File: config.mk
export PLATFORM = sky130hd
export DESIGN_NAME = spec_path_detector
export DESIGN_NICKNAME = d
export VERILOG_FILES = /design/src/rtl/spec_path_detector_pkg.sv /design/src/rtl/spec_path_matcher.sv /design/src/rtl/spec_path_detector.sv
export SDC_FILE = /design/constraint.sdc
export NUM_CORES = 1
export LEC_CHECK = 0
export ABC_AREA = 1
export CAP_MARGIN = 25
export CORE_AREA = 2 2 296 210
export CTS_BUF_LIST = sky130_fd_sc_hd__clkbuf_8
export DETAILED_ROUTE_END_ITERATION = 10
export DIE_AREA = 0 0 298 212
export PLACE_DENSITY_LB_ADDON = 0.25
export SLEW_MARGIN = 10
export SYNTH_ARGS = -nofsm -noshare
export SYNTH_HDL_FRONTEND = slang
export SYNTH_SLANG_ARGS = --single-unit
File: constraint.sdc
create_clock -name clk -period 4.7 [get_ports clk]
set_input_delay 0.94 -clock clk [delete_from_list [all_inputs] [get_ports clk]]
set_output_delay 0.94 -clock clk [all_outputs]
set_load 0.02 [all_outputs]
File: src/rtl/spec_path_detector_pkg.sv
// Shared constants and types for the speculated-subpath detector.
package spec_path_detector_pkg;

    localparam int unsigned ADDR_W        = 16;
    localparam int unsigned NUM_PATHS_DEF = 2;
    localparam int unsigned MAX_LEN_DEF   = 4;

    typedef struct packed {
        logic [ADDR_W-1:0] src;
        logic [ADDR_W-1:0] dest;
    } cflow_pair_t;

endpackage

File: src/rtl/spec_path_matcher.sv
// One speculated path: table, length, match progress and start address.
module spec_path_matcher
    import spec_path_detector_pkg::*;
#(
    parameter int unsigned MAX_LEN = MAX_LEN_DEF
) (
    input  logic                       clk,
    input  logic                       puc_n,
    input  logic                       en,
    input  logic                       flush,
    input  logic                       clear_all,
    input  logic                       cflow_hw_wen,
    input  logic [ADDR_W-1:0]          cflow_log_ptr,
    input  logic [ADDR_W-1:0]          cflow_src,
    input  logic [ADDR_W-1:0]          cflow_dest,
    input  logic                       cfg_wen,
    input  logic [$clog2(MAX_LEN)-1:0] cfg_idx,
    input  logic                       cfg_len_wen,
    input  logic [$clog2(MAX_LEN):0]   cfg_len,
    input  logic [ADDR_W-1:0]          cfg_src,
    input  logic [ADDR_W-1:0]          cfg_dest,
    output logic                       complete,
    output logic [ADDR_W-1:0]          start_addr
);

    localparam int unsigned PW = $clog2(MAX_LEN);

    cflow_pair_t        entry_q [MAX_LEN];
    logic [PW:0]        len_q;
    logic [PW-1:0]      prog_q, prog_d;
    logic [ADDR_W-1:0]  start_q, start_d;

    cflow_pair_t pair;
    logic        valid, last, eval, match_cur, match_first, cfg_hit;

    assign pair        = '{src: cflow_src, dest: cflow_dest};
    assign valid       = (len_q != '0) && (len_q <= (PW+1)'(MAX_LEN));
    assign last        = ({1'b0, prog_q} == (len_q - (PW+1)'(1)));
    assign match_cur   = (pair == entry_q[prog_q]);
    assign match_first = (pair == entry_q[0]);
    assign cfg_hit     = cfg_wen | cfg_len_wen;
    // A table write to this path voids any in-flight match, including a completion.
    assign eval        = cflow_hw_wen & en & ~flush & valid & ~cfg_hit;

    always_comb begin
        complete   = 1'b0;
        prog_d     = prog_q;
        start_d    = start_q;
        start_addr = cflow_log_ptr;
        if (eval) begin
            if (match_cur) begin
                if (prog_q == '0) begin
                    start_d = cflow_log_ptr;
                end else begin
                    start_addr = start_q;
                end
                if (last) begin
                    complete = 1'b1;
                end else begin
                    prog_d = prog_q + PW'(1);
                end
            end else if (match_first) begin
                start_d = cflow_log_ptr;
                if (len_q == (PW+1)'(1)) begin
                    complete = 1'b1;
                end else begin
                    prog_d = PW'(1);
                end
            end else begin
                prog_d = '0;
            end
        end
        if (!en || flush || cfg_hit || clear_all) begin
            prog_d = '0;
        end
    end

    always_ff @(posedge clk) begin
        if (!puc_n) begin
            prog_q <= '0;
            len_q  <= '0;
        end else begin
            prog_q <= prog_d;
            if (cfg_len_wen) begin
                len_q <= cfg_len;
            end
        end
    end

    // Table and start address are deliberately left unreset.
    always_ff @(posedge clk) begin
        start_q <= start_d;
        if (cfg_wen) begin
            entry_q[cfg_idx] <= '{src: cfg_src, dest: cfg_dest};
        end
    end

endmodule

File: src/rtl/spec_path_detector.sv
// Matches the CFLog write stream against speculated paths; pulses on a complete match.
module spec_path_detector
    import spec_path_detector_pkg::*;
#(
    parameter int unsigned NUM_PATHS = NUM_PATHS_DEF,
    parameter int unsigned MAX_LEN   = MAX_LEN_DEF,
    parameter int unsigned IDW       = (NUM_PATHS > 1) ? $clog2(NUM_PATHS) : 1
) (
    input  logic                       clk,
    input  logic                       puc_n,
    input  logic                       en,
    input  logic                       flush,
    input  logic                       cflow_hw_wen,
    input  logic [ADDR_W-1:0]          cflow_log_ptr,
    input  logic [ADDR_W-1:0]          cflow_src,
    input  logic [ADDR_W-1:0]          cflow_dest,
    input  logic                       cfg_wen,
    input  logic [IDW-1:0]             cfg_path,
    input  logic [$clog2(MAX_LEN)-1:0] cfg_idx,
    input  logic                       cfg_len_wen,
    input  logic [$clog2(MAX_LEN):0]   cfg_len,
    input  logic [ADDR_W-1:0]          cfg_src,
    input  logic [ADDR_W-1:0]          cfg_dest,
    output logic                       detect_active,
    output logic [ADDR_W-1:0]          active_block_cflog_addr,
    output logic [IDW-1:0]             detect_id
);

    logic [NUM_PATHS-1:0] complete;
    logic [ADDR_W-1:0]    start_addr [NUM_PATHS];
    logic                 any_complete;
    logic [IDW-1:0]       sel_id;
    logic [ADDR_W-1:0]    sel_addr;

    logic                 det_q;
    logic [ADDR_W-1:0]    addr_q;
    logic [IDW-1:0]       id_q;

    assign any_complete = |complete;

    for (genvar p = 0; p < NUM_PATHS; p++) begin : g_path
        logic sel;
        assign sel = (cfg_path == IDW'(p));

        spec_path_matcher #(
            .MAX_LEN (MAX_LEN)
        ) u_matcher (
            .clk           (clk),
            .puc_n         (puc_n),
            .en            (en),
            .flush         (flush),
            .clear_all     (any_complete),
            .cflow_hw_wen  (cflow_hw_wen),
            .cflow_log_ptr (cflow_log_ptr),
            .cflow_src     (cflow_src),
            .cflow_dest    (cflow_dest),
            .cfg_wen       (cfg_wen & sel),
            .cfg_idx       (cfg_idx),
            .cfg_len_wen   (cfg_len_wen & sel),
            .cfg_len       (cfg_len),
            .cfg_src       (cfg_src),
            .cfg_dest      (cfg_dest),
            .complete      (complete[p]),
            .start_addr    (start_addr[p])
        );
    end

    // Descending scan so the lowest completing index is the one left selected.
    always_comb begin
        sel_id   = '0;
        sel_addr = '0;
        for (int i = NUM_PATHS - 1; i >= 0; i--) begin
            if (complete[i]) begin
                sel_id   = IDW'(i);
                sel_addr = start_addr[i];
            end
        end
    end

    always_ff @(posedge clk) begin
        if (!puc_n) begin
            det_q  <= 1'b0;
            addr_q <= '0;
            id_q   <= '0;
        end else begin
            det_q <= any_complete;
            if (any_complete) begin
                addr_q <= sel_addr;
                id_q   <= sel_id;
            end
        end
    end

    assign detect_active           = det_q;
    assign active_block_cflog_addr = addr_q;
    assign detect_id               = id_q;

endmodule

After elaboration in Yosys (flattened, before gate mapping)
Memory sizes are Yosys's and may differ from the RTL's. A register that Yosys moved wholly into a read port is not among the register bits.
Cells that the tools add are included.
{"block": "word_totals", "reg_bits": 60, "ram_bits": 256, "input_bits": 93, "output_inout_bits": 18, "mem_count": 2}
{"memory": "g_path[0].u_matcher.entry_q", "depth": 4, "word_bits": 32, "rd": 2, "rd_clocked_by_memory_dff": 1, "wr": 1, "line": "spec_path_matcher.sv:28", "text": "cflow_pair_t entry_q [MAX_LEN];"}
{"memory": "g_path[1].u_matcher.entry_q", "depth": 4, "word_bits": 32, "rd": 2, "rd_clocked_by_memory_dff": 1, "wr": 1, "line": "spec_path_matcher.sv:28"}
{"block": "classes", "add_sub_neg": 4, "magnitude_cmp": 2, "n_eq_ne": 12, "n_mux": 40, "n_bitwise": 17, "n_reduce_logical": 21}
{"op": "2-to-1 mux 16 bit", "n": 12}
{"op": "== test 32 bit", "n": 4}
{"op": "2-to-1 mux 2 bit", "n": 12}
{"op": "2-to-1 mux 1 bit", "n": 16}
{"op": "bitwise AND 1 bit", "n": 10}
{"op": "== test 2 x 3 -> 1 bit", "n": 2}
{"op": "== test 3 x 1 -> 1 bit, second input constant", "n": 2}
{"op": "<= comparator 3 bit, second input constant", "n": 2}
{"op": "!= test 3 x 2 -> 1 bit, second input constant", "n": 2}
{"op": "AND reduction 3 bit", "n": 2}
{"op": "nonzero test 3 bit", "n": 2}
{"op": "OR reduction 2 bit", "n": 3}
{"op": "subtractor 3 x 1 -> 3 bit, second input constant", "n": 2}
{"op": "logical OR 1 bit", "n": 5}
{"op": "inverter 1 bit", "n": 5}
{"op": "adder 2 x 1 -> 2 bit, second input constant", "n": 2}
{"op": "zero test 2 bit", "n": 2}
{"op": "!= test 2 bit, second input constant", "n": 2}
{"op": "AND reduction 2 bit", "n": 2}
{"op": "nonzero test 2 bit", "n": 2}
{"op": "logical AND 1 bit", "n": 2}
{"op": "bitwise OR 1 bit", "n": 2}
{"op": "zero test 1 bit", "n": 1}

Longest topological paths before layout
Gate-level depths: netlist (run 1).
{"block": "depth", "ltp_word": 10, "mapped_depth": 21, "mapped_depth_nobuf": 19}

Cells and area by module
From an unflattened synthesis (run 1), not the netlist that was laid out.
{"block": "unflattened", "cells_unflattened": 1659, "area_unflattened_um2": 15713.8}
{"mod": "spec_path_matcher", "n_inst": 2, "cells_per_inst": 761, "area_per_inst_um2": 7369.6, "seq_area_each_um2": 4464.3}
{"mod": "spec_path_detector", "n_inst": 1, "cells_per_inst": 137, "area_per_inst_um2": 974.7, "seq_area_each_um2": 360.3}

Least setup slack after synthesis (run 1)
Ideal clock, no wire load.
{"block": "synth_timing", "kind": "input -> register", "startpoint": "input port cfg_path", "endpoint": "memory g_path[0].u_matcher.entry_q[0][0] (netlist name) (enable)", "setup_time_ps": 461, "t_arrival_ps": 3302, "t_required_ps": 4239, "setup_slack_ps": 937, "path_stages": 3, "path_buffers": 0, "path_cell_list": "inv_1 -> nand2_1 -> nor3_1"}
{"block": "synth_between", "elab_chain_len": 4}
{"item": "start: declaration", "line": "spec_path_detector.sv:18", "text": "input logic [IDW-1:0] cfg_path,"}
{"item": "inverter 1 bit", "line": "spec_path_detector.sv:43", "text": "assign sel = (cfg_path == IDW'(p));"}
{"item": "bitwise AND 1 bit", "line": "spec_path_detector.sv:57", "text": ".cfg_wen (cfg_wen & sel),"}
{"item": "2-to-1 mux 1 bit", "line": "spec_path_matcher.sv:93", "text": "if (cfg_wen) begin"}
{"item": "2-to-1 mux 1 bit (implied by the code)", "line": "spec_path_matcher.sv:94", "text": "entry_q[cfg_idx] <= '{src: cfg_src, dest: cfg_dest};"}
{"item": "end: declaration", "line": "spec_path_matcher.sv:28"}
Every way passes these cells.

==> results of run 1 <==
## synth_stat cells (2+ instances only)
cell      count
mux2i_1      16
nand3_1     270
xor2_1       34
nor3_1       14
nor2_4        2
nand3b_1      2
buf_4        14
nand2_2       5
dfxtp_1      32
nand4_1      13
nor2_1       44
a21oi_1      14
or2_2        19
buf_2        27
ha_1          6
nor2_2        4
clkbuf_1      9
edfxtp_1    288
nand2_1     578
o21ai_0      38
inv_1        71
buf_6         6
xnor2_1      15
inv_2         5
## cells by family (layout without fill, tap and decap cells)
family	Yosys count	in the layout	synth area share (%)
flip-flops	320	320	62.2
XOR/XNOR	49	49	2.87
AND/OR/NAND/NOR	954	954	27.4
buffers and inverters	132	318	4.20
adder cells (fa/ha/maj)	6	6	0.503
AO/OA/AOI/OAI	53	53	1.81
multiplexers	16	16	1.07
## flip-flops by register name, indices dropped and copies added, names as in the netlist, named ones only
| name | flops |
|---|---|
| g_path.u_matcher.prog_q | 4 |
| g_path.u_matcher.entry_q | 256 |
| detect_active | 1 |
| detect_id | 1 |
| g_path.u_matcher.len_q | 6 |
| g_path.u_matcher.start_q | 32 |
| active_block_cflog_addr | 16 |
## worst min path at each step
stage | slack [ns] | endpoint | from
finish | 0.49 | g_path[1].u_matcher.len_q[2] | g_path[1].u_matcher.len_q[2]
global route | 0.53 | detect_id | detect_id
CTS | 0.49 | g_path[1].u_matcher.len_q[2] | g_path[1].u_matcher.len_q[2]
detailed placement | 0.48 | g_path[1].u_matcher.len_q[2] | g_path[1].u_matcher.len_q[2]
global placement | 0.48 | g_path[1].u_matcher.len_q[1] | g_path[1].u_matcher.len_q[1]
floorplan | 0.46 | g_path[0].u_matcher.len_q[2] | g_path[0].u_matcher.len_q[2]
## layout make-up
type / count / area share, %
Sequential cell: 320 / 51.5
Multi-Input combinational cell: 1078 / 28.0
Timing Repair Buffer: 135 / 7.39
Tap cell: 819 / 5.67
Clock buffer: 60 / 4.57
Inverter: 76 / 1.58
Clock inverter: 47 / 1.31
## power breakdown
group          switching, mW  internal (mW)  total [mW]
combinational          0.220          0.151       0.371
clock                   1.20           1.24        2.44
sequential            0.0248           3.18        3.21
## layer usage
layer | vias up | track usage (%) | part of all wire (%)
met4 | 2 | 3.60 | 1.7
met5 | - | 0 | 0.023
li1 | 5491 | - | -
met3 | 69 | 3.00 | 5.2
met2 | 267 | 21.1 | 44
met1 | 5265 | 19.9 | 49
## tightest hold or removal path: stages, from the launching register on
cell     delay [ns]
dfxtp_1        0.32
inv_1          0.07
a21oi_1        0.06
## per-stage QoR
step           utilization (%)  cell area (um^2)
3_3_place_gp              28.0             17000
4_1_cts                   29.8             18100
5_1_grt                   29.8             18100
3_5_place_dp              28.0             17000
6_report                  29.8             18100
2_1_floorplan                -             14900
==> summary.md, run 1 <==
| Metric | Value |
|---|---|
| Synth area leader | `edfxtp_1` |
| Post-synthesis sequential area ratio | `~62%` |
| ANT cells | `0` |
| DR iter-0 viols | `775` |
| Global route overflow | `0` |
| Clk_skew | `between 0.04 and 0.05 ns` |
| Reg area | `0.00929 mm^2` |
| Peak fanout along the critical path | `64` |
| Vias/cell | `4.38` |
| IO Port Bufs | `110` |
| P per Cell Area | `333 mW/mm^2` |
| Core Area | `0.0607 mm^2` |
| Clk slew on worst S/H paths | `0.07 ns` |
| Mapped Cells | `1530` |
| CP Cell Sequence | `buf_4 > nand2_1 > nand3_1 > nand3_1 > nand2_1 > nand3_1 > nor2_1 > nand2_1 > nor2_2 > nand2_2 > nand2_2 > nand3_4 > inv_2 > nand2_1 > nand3_1 > nand2_1 > inv_1` |
| Yosys Warn Count | `0` |
| Area of the multi-input gates | `0.00506 mm^2` |
| Crit path DAT | `4.28 ns` |
| Overall Power | `6.01 mW` |
| Final Non-Filler Cells | `2535` |
| WP data required | `5.25 ns` |
| Clk root buf | `clkbuf_8` |
| Share of the synthesized area in the top cell type | `just under 60%` |
| ANT nets after route | `0` |
| Fill cells | `6356` |
| Setup CP Type | `flip-flop to flip-flop` |
| First-pass DRT Iterations | `6` |
| Relative slew slack | `34.1%` |
| Hold buffers post-CTS | `0` |
| Startpoint Class | `flip-flop` |
| TritonCTS clock tree | `built` |
| Post-CTS Setup Bufs | `0` |
| Asr flop ratio synth | `0%` |
| Vert. Die Dim | `212 um` |
| Most frequent CP cell | `nand2_1` |
| Post-synthesis cell area | `0.0149 mm^2` |
| Gr usage total | `13.9%` |
| R2R depth | `17` |
| Syn_nets | `1629` |
| Post-route setup TNS | `0 ns` |
| TritonCTS Buffers | `57` |
| Share of post-route cells with drive strength above 1 | `8.68%` |
| CP bufs+invs | `3` |
| Ranking of synthesized cells by area | `edfxtp_1 (58%), nand2_1 (15%), nand3_1 (9.0%), dfxtp_1 (4.3%), xor2_1 (2.0%)` |
| Status | `complete, no violations` |
| Primary FF master, synth | `edfxtp_1` |
| Largest net degree at the start of global routing | `65` |
| Gpl congestion | `0.790` |
| Most common cell after layout, fill and taps aside | `nand2_1` |
| Reg2reg setup slack | `a little under 1 ns` |
| Max frequency | `0.268 GHz` |
| Hold Path Cell Cnt | `2` |
| Latest clock arrival within the worst-skew pair | `0.65 ns` |
| Hold WC Path Type | `flip-flop to flip-flop` |
| Post-Place Cells | `2428` |
| Peak supply drop | `0.174 mV` |
| Fin crit share | `between 70 and 80%` |
| Tmin final | `3.73 ns` |
| Final #Nets | `1767` |
| Reg-to-Reg End | `active_block_cflog_addr[12]` |
| Number of stages on the worst setup path | `17` |
| First-pass GRT wire length | `around 66000 um` |
| Setup crit end kind | `flip-flop` |
| Vias in the first global route | `~11000` |
| Max-slew violations | `0` |
| H-Tree Depth | `2` |
| Die width | `around 300 um` |
| Number of synthesized flops with an enable pin | `288` |
| Most frequent cells in the layout | `nand2_1 (578), edfxtp_1 (288), nand3_1 (270), clkdlybuf4s50_1 (110), inv_1 (92)` |
| Hold Slack | `~0.5 ns` |
| Worst Setup EP | `active_block_cflog_addr[12]` |
| Slowest stage delay, CP | `slightly above 0.7 ns` |
| CTS max path bufs | `3` |
| Antenna violations before repair | `1` |
| Drt wl/cell | `17.4 um` |
| Count of final setup violators | `0` |
| Post-Place Worst Slack | `0.732 ns` |
| Critical-path top delay cell | `buf_4` |
| DRC Markers | `0` |
| Sink Count | `320` |
| Vias | `about 11000` |
| Max-cap violations | `0` |
| Die ar. | `0.0632 mm^2` |
| Delay-heaviest family, CP | `simple AND/OR/NAND/NOR gates` |
| Final-report hold violation count | `0` |
| Fin worst setup slack | `about 1 ns` |
| Unique masters post-synth | `28` |
| Worst Max-Slew Pin Slew | `around 0.99 ns` |
| Layout area overhead | `20.9%` |
| Final WL | `around 44000 um` |
| Io pins | `111` |
| Core Rows | `76` |
| P_leak | `7.06 nW` |
| HPWL after DPL | `27000 um` |
| RSZ-0062 raised after global routing | `false` |
| Starting density of the core | `24.6%` |
| Post-Syn Area per Cell | `roughly 10 um^2` |
| Post-CTS sizing | `0` |
| Flops & latches, synth | `320` |
No activity file was read; power rests on OpenSTA's default activity.
==> run 2: changes to the inputs <==
==> constraint.sdc (replaced) <==
create_clock -name clk -period 3.3 [get_ports clk]
set_input_delay 0.66 -clock clk [delete_from_list [all_inputs] [get_ports clk]]
set_output_delay 0.66 -clock clk [all_outputs]
set_load 0.02 [all_outputs]
==> run 2 against run 1 <==
Effect of this change:
- global-route usage fell by 0.37 points
- sequential share of layout area fell by 0.71 points
- setup slack worse by 0.58 ns
- sequential cell count stayed put
- first-iteration DRC count shrank 1.7%
- clock power increased by 39%
- register-to-register slack lost 0.58 ns
- total power rose by 41%
- via count shrank 0.63%
- critical endpoint is now active_block_cflog_addr[9]
- critical path depth increased by 2
- hold slack better by 0.0075 ns
==> summary.md, run 2 (synthesis gave the netlist of run 1 again) <==
| Metric | Value |
|---|---|
| Max-slew violations | `0 (unchanged)` |
| Clk slew on worst S/H paths | `0.07 ns (about the same)` |
| Core Rows | `76 (unchanged)` |
| HPWL after DPL | `27000 um (about the same)` |
| Core Area | `0.0607 mm^2 (unchanged)` |
| Clk_skew | `0.0205 ns (-0.0214 ns)` |
| H-Tree Depth | `2 (unchanged)` |
| Vias | `11000 (-0.63%)` |
| Antenna violations before repair | `1 (unchanged)` |
| Count of final setup violators | `0 (unchanged)` |
| Seq pwr share | `53.8% (+0.5 points)` |
| Global route overflow | `0 (unchanged)` |
| Latest clock arrival within the worst-skew pair | `0.66 ns (about the same)` |
| Min-delay src | `g_path[0].u_matcher.len_q[2]` |
| WP data required | `3.90 ns (-1.35 ns)` |
| Fin worst setup slack | `0.393 ns (-0.581 ns)` |
| DRC Markers | `0 (unchanged)` |
| Final WL | `43000 um (-2.8%)` |
| Hold buffers post-CTS | `0 (unchanged)` |
| P per Cell Area | `464 mW/mm^2 (+39%)` |
| IO Port Bufs | `110 (unchanged)` |
| DR iter-0 viols | `762 (-1.7%)` |
| Biggest register | `g_path.u_matcher.entry_q` |
| Clock power share | `39.8% (-0.7 points)` |
| Max frequency | `0.344 GHz (+28%)` |
| Io pins | `111 (unchanged)` |
| Reg2reg setup slack | `0.39 ns (-0.58 ns)` |
| Slowest stage delay, CP | `0.50 ns (-0.21 ns)` |
| Final-report hold violation count | `0 (unchanged)` |
| Reg-to-Reg End | `active_block_cflog_addr[9]` |
| Peak fanout along the critical path | `32 (-50%)` |
| Overall Power | `8.49 mW (+41%)` |
| TritonCTS clock tree | `built` |
| Startpoint Class | `flip-flop` |
| CTS max path bufs | `3 (unchanged)` |
| Drt wl/cell | `17.0 um (-2.8%)` |
| CP Cell Sequence | `buf_4 > nand3_1 > nand2_1 > nand2_1 > nand2_1 > nand3_1 > nor2_1 > nand2_1 > nor2_2 > nand2_2 > buf_12 > nor2_4 > buf_12 > nand2_1 > nand2_1 > nand2_1 > nand3_1 > nand2_1 > inv_1` |
| Final non-filler cell area | `0.0183 mm^2 (+1.4%)` |
| P_leak | `7.13 nW (+1.0%)` |
| Hold WC Path Type | `flip-flop to flip-flop` |
| Most frequent CP cell | `nand2_1` |
| Final #Nets | `1783 (+0.91%)` |
| Sw power | `2.02 mW (+40%)` |
| Status | `complete, no violations` |
| Final Non-Filler Cells | `2534 (-0.039%)` |
| TritonCTS Buffers | `56 (-1.8%)` |
| Crit path DAT | `3.51 ns (-0.77 ns)` |
| Share of post-route cells with drive strength above 1 | `9.22% (+0.54 points)` |
| RSZ-0062 raised after global routing | `false` |
| Die width | `298 um (unchanged)` |
| Gr usage total | `13.5% (-0.37 points)` |
| Vert. Die Dim | `212 um (unchanged)` |
| Starting density of the core | `24.6% (unchanged)` |
| Pint | `6.47 mW (+41%)` |
| R2R depth | `19 (+2)` |
| Relative slew slack | `58.3% (+24 points)` |
| Net Sw Frac | `23.8% (-0.13 points)` |
| Post-Place Cell Area | `0.0173 mm^2 (+2.0%)` |
| Layout area overhead | `22.6%` |
| ANT nets after route | `0 (unchanged)` |
| First-pass DRT Iterations | `5 (-1)` |
| Post-CTS sizing | `0 (unchanged)` |
| Peak supply drop | `0.257 mV (+48%)` |
| Sink Count | `320 (unchanged)` |
| Most frequent cells in the layout | `nand2_1 (578), edfxtp_1 (288), nand3_1 (270), clkdlybuf4s50_1 (110), inv_1 (85)` |
| Clk root buf | `clkbuf_8` |
| Critical-path top delay cell | `buf_4` |
| Most common cell after layout, fill and taps aside | `nand2_1` |
| Worst Hold End | `g_path[0].u_matcher.len_q[2]` |
| Post-CTS Setup Bufs | `0 (unchanged)` |
| Gpl congestion | `0.802 (+1.6%)` |
| Largest net degree at the start of global routing | `36 (-45%)` |
| Post-Place Worst Slack | `0.125 ns (-0.607 ns)` |
| Max-cap violations | `0 (unchanged)` |
| Vias/cell | `4.35 (-0.59%)` |
| Util after Layout | `30.2% (+0.42 points)` |
| Worst Max-Slew Pin Slew | `0.625 ns (-0.360 ns)` |
| Vias in the first global route | `10600 (-0.59%)` |
| Post-Place Cells | `2445 (+0.70%)` |
| Comb power frac | `6.4% (+0.2 points)` |
| Setup CP Type | `flip-flop to flip-flop` |
| Hold Path Cell Cnt | `2 (unchanged)` |
| Hold Slack | `0.497 ns (+0.00754 ns)` |
| Tmin final | `2.91 ns (-0.819 ns)` |
| Setup crit end kind | `flip-flop` |
| Fin crit share | `88.1% (+8.8 points)` |
| Post-route setup TNS | `0 ns (unchanged)` |
| Max FFs per register | `256 (unchanged)` |
| First-pass GRT wire length | `64400 um (-2.5%)` |
| Die ar. | `0.0632 mm^2 (unchanged)` |
==> run 2: cell count changes in the layout (fill, tap and decap cells not counted), moves of 2 or more <==
cell / before / now
nor3_4: 0 / 4
clkinv_2: 11 / 4
nor3_2: 8 / 4
buf_12: 2 / 18
inv_1: 92 / 85
clkinv_1: 11 / 7
buf_4: 22 / 24
==> run 2: cell type report <==
class	instances	area, um^2
Fill cell	6331	42400
Inverter	76	285
Timing Repair Buffer	152	1640
Sequential cell	320	9290
Multi-Input combinational cell	1078	5080
Tap cell	819	1020
Clock inverter	29	169
Antenna cell	1	2.50
Clock buffer	59	812
==> run 2: worst max-delay path: cells and delay by family, from the launching register on <==
kind	cells	cell delay (ns)
simple gates	15	1.61
buf+inv	4	0.88
flops	1	0.35
==> run 2: worst max path at each step <==
stage,startpoint,to,cells after the start
finish,flip-flop,active_block_cflog_addr[9],19
floorplan,cfg_path,g_path[0].u_matcher.entry_q[0][0],3
detailed placement,cflow_src[13],active_block_cflog_addr[3],15
global placement,cflow_src[13],active_block_cflog_addr[1],15
global route,flip-flop,active_block_cflog_addr[0],19
CTS,flip-flop,active_block_cflog_addr[2],19
==> run 2: power groups by stage <==
| stage | clock network, mW | registers [mW] | logic (mW) |
|---|---|---|---|
| 4_1_cts | 3.50 | 4.57 | 0.550 |
| 6_report | 3.38 | 4.57 | 0.546 |
| 2_1_floorplan | 0 | 4.65 | 0.247 |
| 3_5_place_dp | 0 | 4.65 | 0.548 |
| 3_3_place_gp | 0 | 4.65 | 0.544 |
| 5_1_grt | 3.66 | 4.57 | 0.610 |
==> run 2: routing by layer <==
metal	global-route usage, %	part of all wire (%)	vias to the layer above
met2	20.4	43	272
met3	2.62	5.3	67
met4	4.35	2.5	0
met1	19.3	49	5187
met5	0	0	-
li1	-	-	5498
==> run 3: changes to the inputs <==
--- a/config.mk
+++ b/config.mk
@@ -7,10 +7,10 @@
 export LEC_CHECK = 0
 export ABC_AREA = 1
 export CAP_MARGIN = 25
-export CORE_AREA = 2 2 296 210
+export CORE_AREA = 2 2 250 178
 export CTS_BUF_LIST = sky130_fd_sc_hd__clkbuf_8
 export DETAILED_ROUTE_END_ITERATION = 10
-export DIE_AREA = 0 0 298 212
+export DIE_AREA = 0 0 252 180
 export PLACE_DENSITY_LB_ADDON = 0.25
 export SLEW_MARGIN = 10
 export SYNTH_ARGS = -nofsm -noshare
==> run 3 against run 2 <==
Effect of this change:
- sequential share of layout area grew 1.1 points
- clock power shrank 6.5%
- sequential cell count is the same
- critical endpoint is now active_block_cflog_addr[1]
- largest cell class unchanged
- highest routed layer is now met5
==> summary.md, run 3 (synthesis gave the netlist of run 1 again) <==
| Metric | Value |
|---|---|
| Final Non-Filler Cells | `2289 (-9.7%)` |
| Delay-heaviest family, CP | `simple AND/OR/NAND/NOR gates` |
| DR iter-0 viols | `904 (+19%)` |
| Antenna violations before repair | `4 (+3)` |
| Final-report hold violation count | `0 (unchanged)` |
| Util after Layout | `41.6% (+11 points)` |
| Vias | `11300 (+2.3%)` |
| Status | `complete, no violations` |
| Max FFs per register | `256 (unchanged)` |
| Final #Nets | `1783 (unchanged)` |
| Worst Hold End | `g_path[1].u_matcher.len_q[1]` |
| Critical-path top delay cell | `inv_2` |
| ANT nets after route | `0 (unchanged)` |
| Share of post-route cells with drive strength above 1 | `8.93% (-0.29 points)` |
| IO Port Bufs | `110 (unchanged)` |
| Fin worst setup slack | `0.468 ns (+0.0745 ns)` |
| Min-delay src | `g_path[1].u_matcher.len_q[1]` |
| First-pass DRT Iterations | `5 (unchanged)` |
| Clk_skew | `0.0398 ns (+0.0193 ns)` |
| Gpl congestion | `0.842 (+4.9%)` |
| Starting density of the core | `34.7% (+10 points)` |
| Clk slew on worst S/H paths | `0.06 ns (about the same)` |
| Largest net degree at the start of global routing | `65 (+81%)` |
| Die ar. | `0.0454 mm^2 (-28%)` |
| Biggest register | `g_path.u_matcher.entry_q` |
| Max-slew violations | `0 (unchanged)` |
| CP bufs+invs | `4 (unchanged)` |
| Global route overflow | `0 (unchanged)` |
| Core Rows | `64 (-16%)` |
| Hold buffers post-CTS | `0 (unchanged)` |
| P_leak | `7.14 nW (+0.19%)` |
| Peak fanout along the critical path | `32 (unchanged)` |
| Area of the multi-input gates | `0.00508 mm^2 (unchanged)` |
| HPWL after DPL | `25600 um (-5.1%)` |
| Fin crit share | `85.8% (-2.3 points)` |
| Hold Path Cell Cnt | `2 (unchanged)` |
| Startpoint Class | `flip-flop` |
| Post-CTS Setup Bufs | `0 (unchanged)` |
| Hold WC Path Type | `flip-flop to flip-flop` |
| Count of final setup violators | `0 (unchanged)` |
| R2R depth | `17 (-2)` |
| Slowest stage delay, CP | `0.36 ns (-0.14 ns)` |
| Io pins | `111 (unchanged)` |
| WP data required | `3.84 ns (-0.06 ns)` |
| Worst Max-Slew Pin Slew | `0.724 ns (+0.0991 ns)` |
| Vias in the first global route | `10700 (+1.4%)` |
| Vert. Die Dim | `180 um (-15%)` |
| Die width | `252 um (-15%)` |
| Overall Power | `8.26 mW (-2.7%)` |
| Most frequent cells in the layout | `nand2_1 (578), edfxtp_1 (288), nand3_1 (270), clkdlybuf4s50_1 (110), inv_1 (96)` |
| TritonCTS Buffers | `54 (-3.6%)` |
| Layout area overhead | `20.0%` |
| Vias/cell | `4.93 (+13%)` |
| Max-cap violations | `0 (unchanged)` |
| RSZ-0062 raised after global routing | `false` |
| Reg-to-Reg End | `active_block_cflog_addr[1]` |
| Setup CP Type | `flip-flop to flip-flop` |
| TritonCTS clock tree | `built` |
| First-pass GRT wire length | `62200 um (-3.5%)` |
| Final WL | `40900 um (-4.9%)` |
| Core Area | `0.0431 mm^2 (-29%)` |
| P per Cell Area | `461 mW/mm^2 (-0.53%)` |
| Latest clock arrival within the worst-skew pair | `0.61 ns (-0.05 ns)` |
| CTS max path bufs | `3 (unchanged)` |
| Most frequent CP cell | `nand2_1` |
| Most common cell after layout, fill and taps aside | `nand2_1` |
| Post-Place Cells | `2189 (-10%)` |
| DRC Markers | `0 (unchanged)` |
| Reg area | `0.00929 mm^2 (unchanged)` |
| Post-Place Worst Slack | `0.192 ns (+0.0673 ns)` |
| Fill cells | `4224 (-33%)` |
| Sink Count | `320 (unchanged)` |
| Drt wl/cell | `17.9 um (+5.3%)` |
| Reg2reg setup slack | `0.47 ns (+0.07 ns)` |
| Clk root buf | `clkbuf_8` |
| Hold Slack | `0.485 ns (-0.0124 ns)` |
| Setup crit end kind | `flip-flop` |
| Max frequency | `0.353 GHz (+2.6%)` |
| Crit path DAT | `3.38 ns (-0.13 ns)` |
| CP Cell Sequence | `inv_2 > buf_4 > nand3_1 > nand2_1 > nand2_1 > nand2_1 > nand3_1 > nor2_1 > nand2_1 > nor2_2 > nand2_2 > buf_12 > o21ai_0 > nand3_1 > nand3_1 > nand2_1 > inv_1` |
| Peak supply drop | `0.240 mV (-6.5%)` |
| Relative slew slack | `51.7% (-6.6 points)` |
| H-Tree Depth | `2 (unchanged)` |
| Post-CTS sizing | `0 (unchanged)` |
| Tmin final | `2.83 ns (-0.0745 ns)` |
| Gr usage total | `17.9% (+4.4 points)` |
==> run 3: cell count changes in the layout (fill, tap and decap cells not counted), moves of 3 or more <==
| cell | change |
|---|---|
| diode_2 | +3 |
| clkbuf_8 | -3 |
| buf_4 | +6 |
| clkinv_1 | +3 |
| inv_1 | +11 |
| buf_12 | -4 |
==> run 3: worst max-delay path by stage <==
stage / slack (ns) / end / startpoint / depth (start not counted)
CTS: 0.50 / active_block_cflog_addr[0] / flip-flop / 15
floorplan: -0.18 / g_path[0].u_matcher.entry_q[0][0] / cfg_path / 3
detailed placement: 0.19 / active_block_cflog_addr[1] / cflow_dest[5] / 14
global route: 0.24 / active_block_cflog_addr[8] / flip-flop / 17
finish: 0.47 / active_block_cflog_addr[1] / flip-flop / 17
global placement: 0.21 / active_block_cflog_addr[7] / cflow_src[8] / 15
==> run 3: final cells by class <==
type | count | share of cell area [%]
sequential | 320 | 51.9
multi-input combinational | 1078 | 28.4
timing repair buffer | 154 | 8.97
clock buffer | 56 | 4.30
tap | 561 | 3.92
inverter | 76 | 1.59
clock inverter | 40 | 0.929
antenna | 4 | 0.0559
==> run 3: metal layers <==
| metal | wire length, um | share of wire (%) | vias up | global-route usage (%) |
|---|---|---|---|---|
| met5 | 64 | 0.16 | - | 1.06 |
| met4 | 967 | 2.4 | 2 | 5.59 |
| met3 | 2420 | 5.9 | 81 | 2.77 |
| met2 | 18100 | 44 | 327 | 27.3 |
| met1 | 19400 | 47 | 5361 | 26.0 |
| li1 | - | - | 5506 | - |
==> run 3: tightest hold or removal path: stages, from the launching register on <==
cell     delay (ns)
dfxtp_1        0.29
inv_1          0.08
a21oi_1        0.06
==> run 3: report_power, final <==
| group | total (mW) | leakage, nW | internal, mW | switching (mW) |
|---|---|---|---|---|
| clock network | 3.16 | 0.574 | 1.56 | 1.60 |
| logic | 0.536 | 3.70 | 0.224 | 0.312 |
| registers | 4.57 | 2.87 | 4.53 | 0.0356 |
| total | 8.26 | 7.14 | 6.32 | 1.94 |
==> run 3: metrics by stage <==
| stage | TNS [ns] | area, um^2 |
|---|---|---|
| finish | 0 | 17900 |
| floorplan | -23.41 | 15000 |
| CTS | 0 | 17900 |
| detailed placement | 0 | 17000 |
| global route | 0 | 17900 |
| global placement | 0 | 17000 |
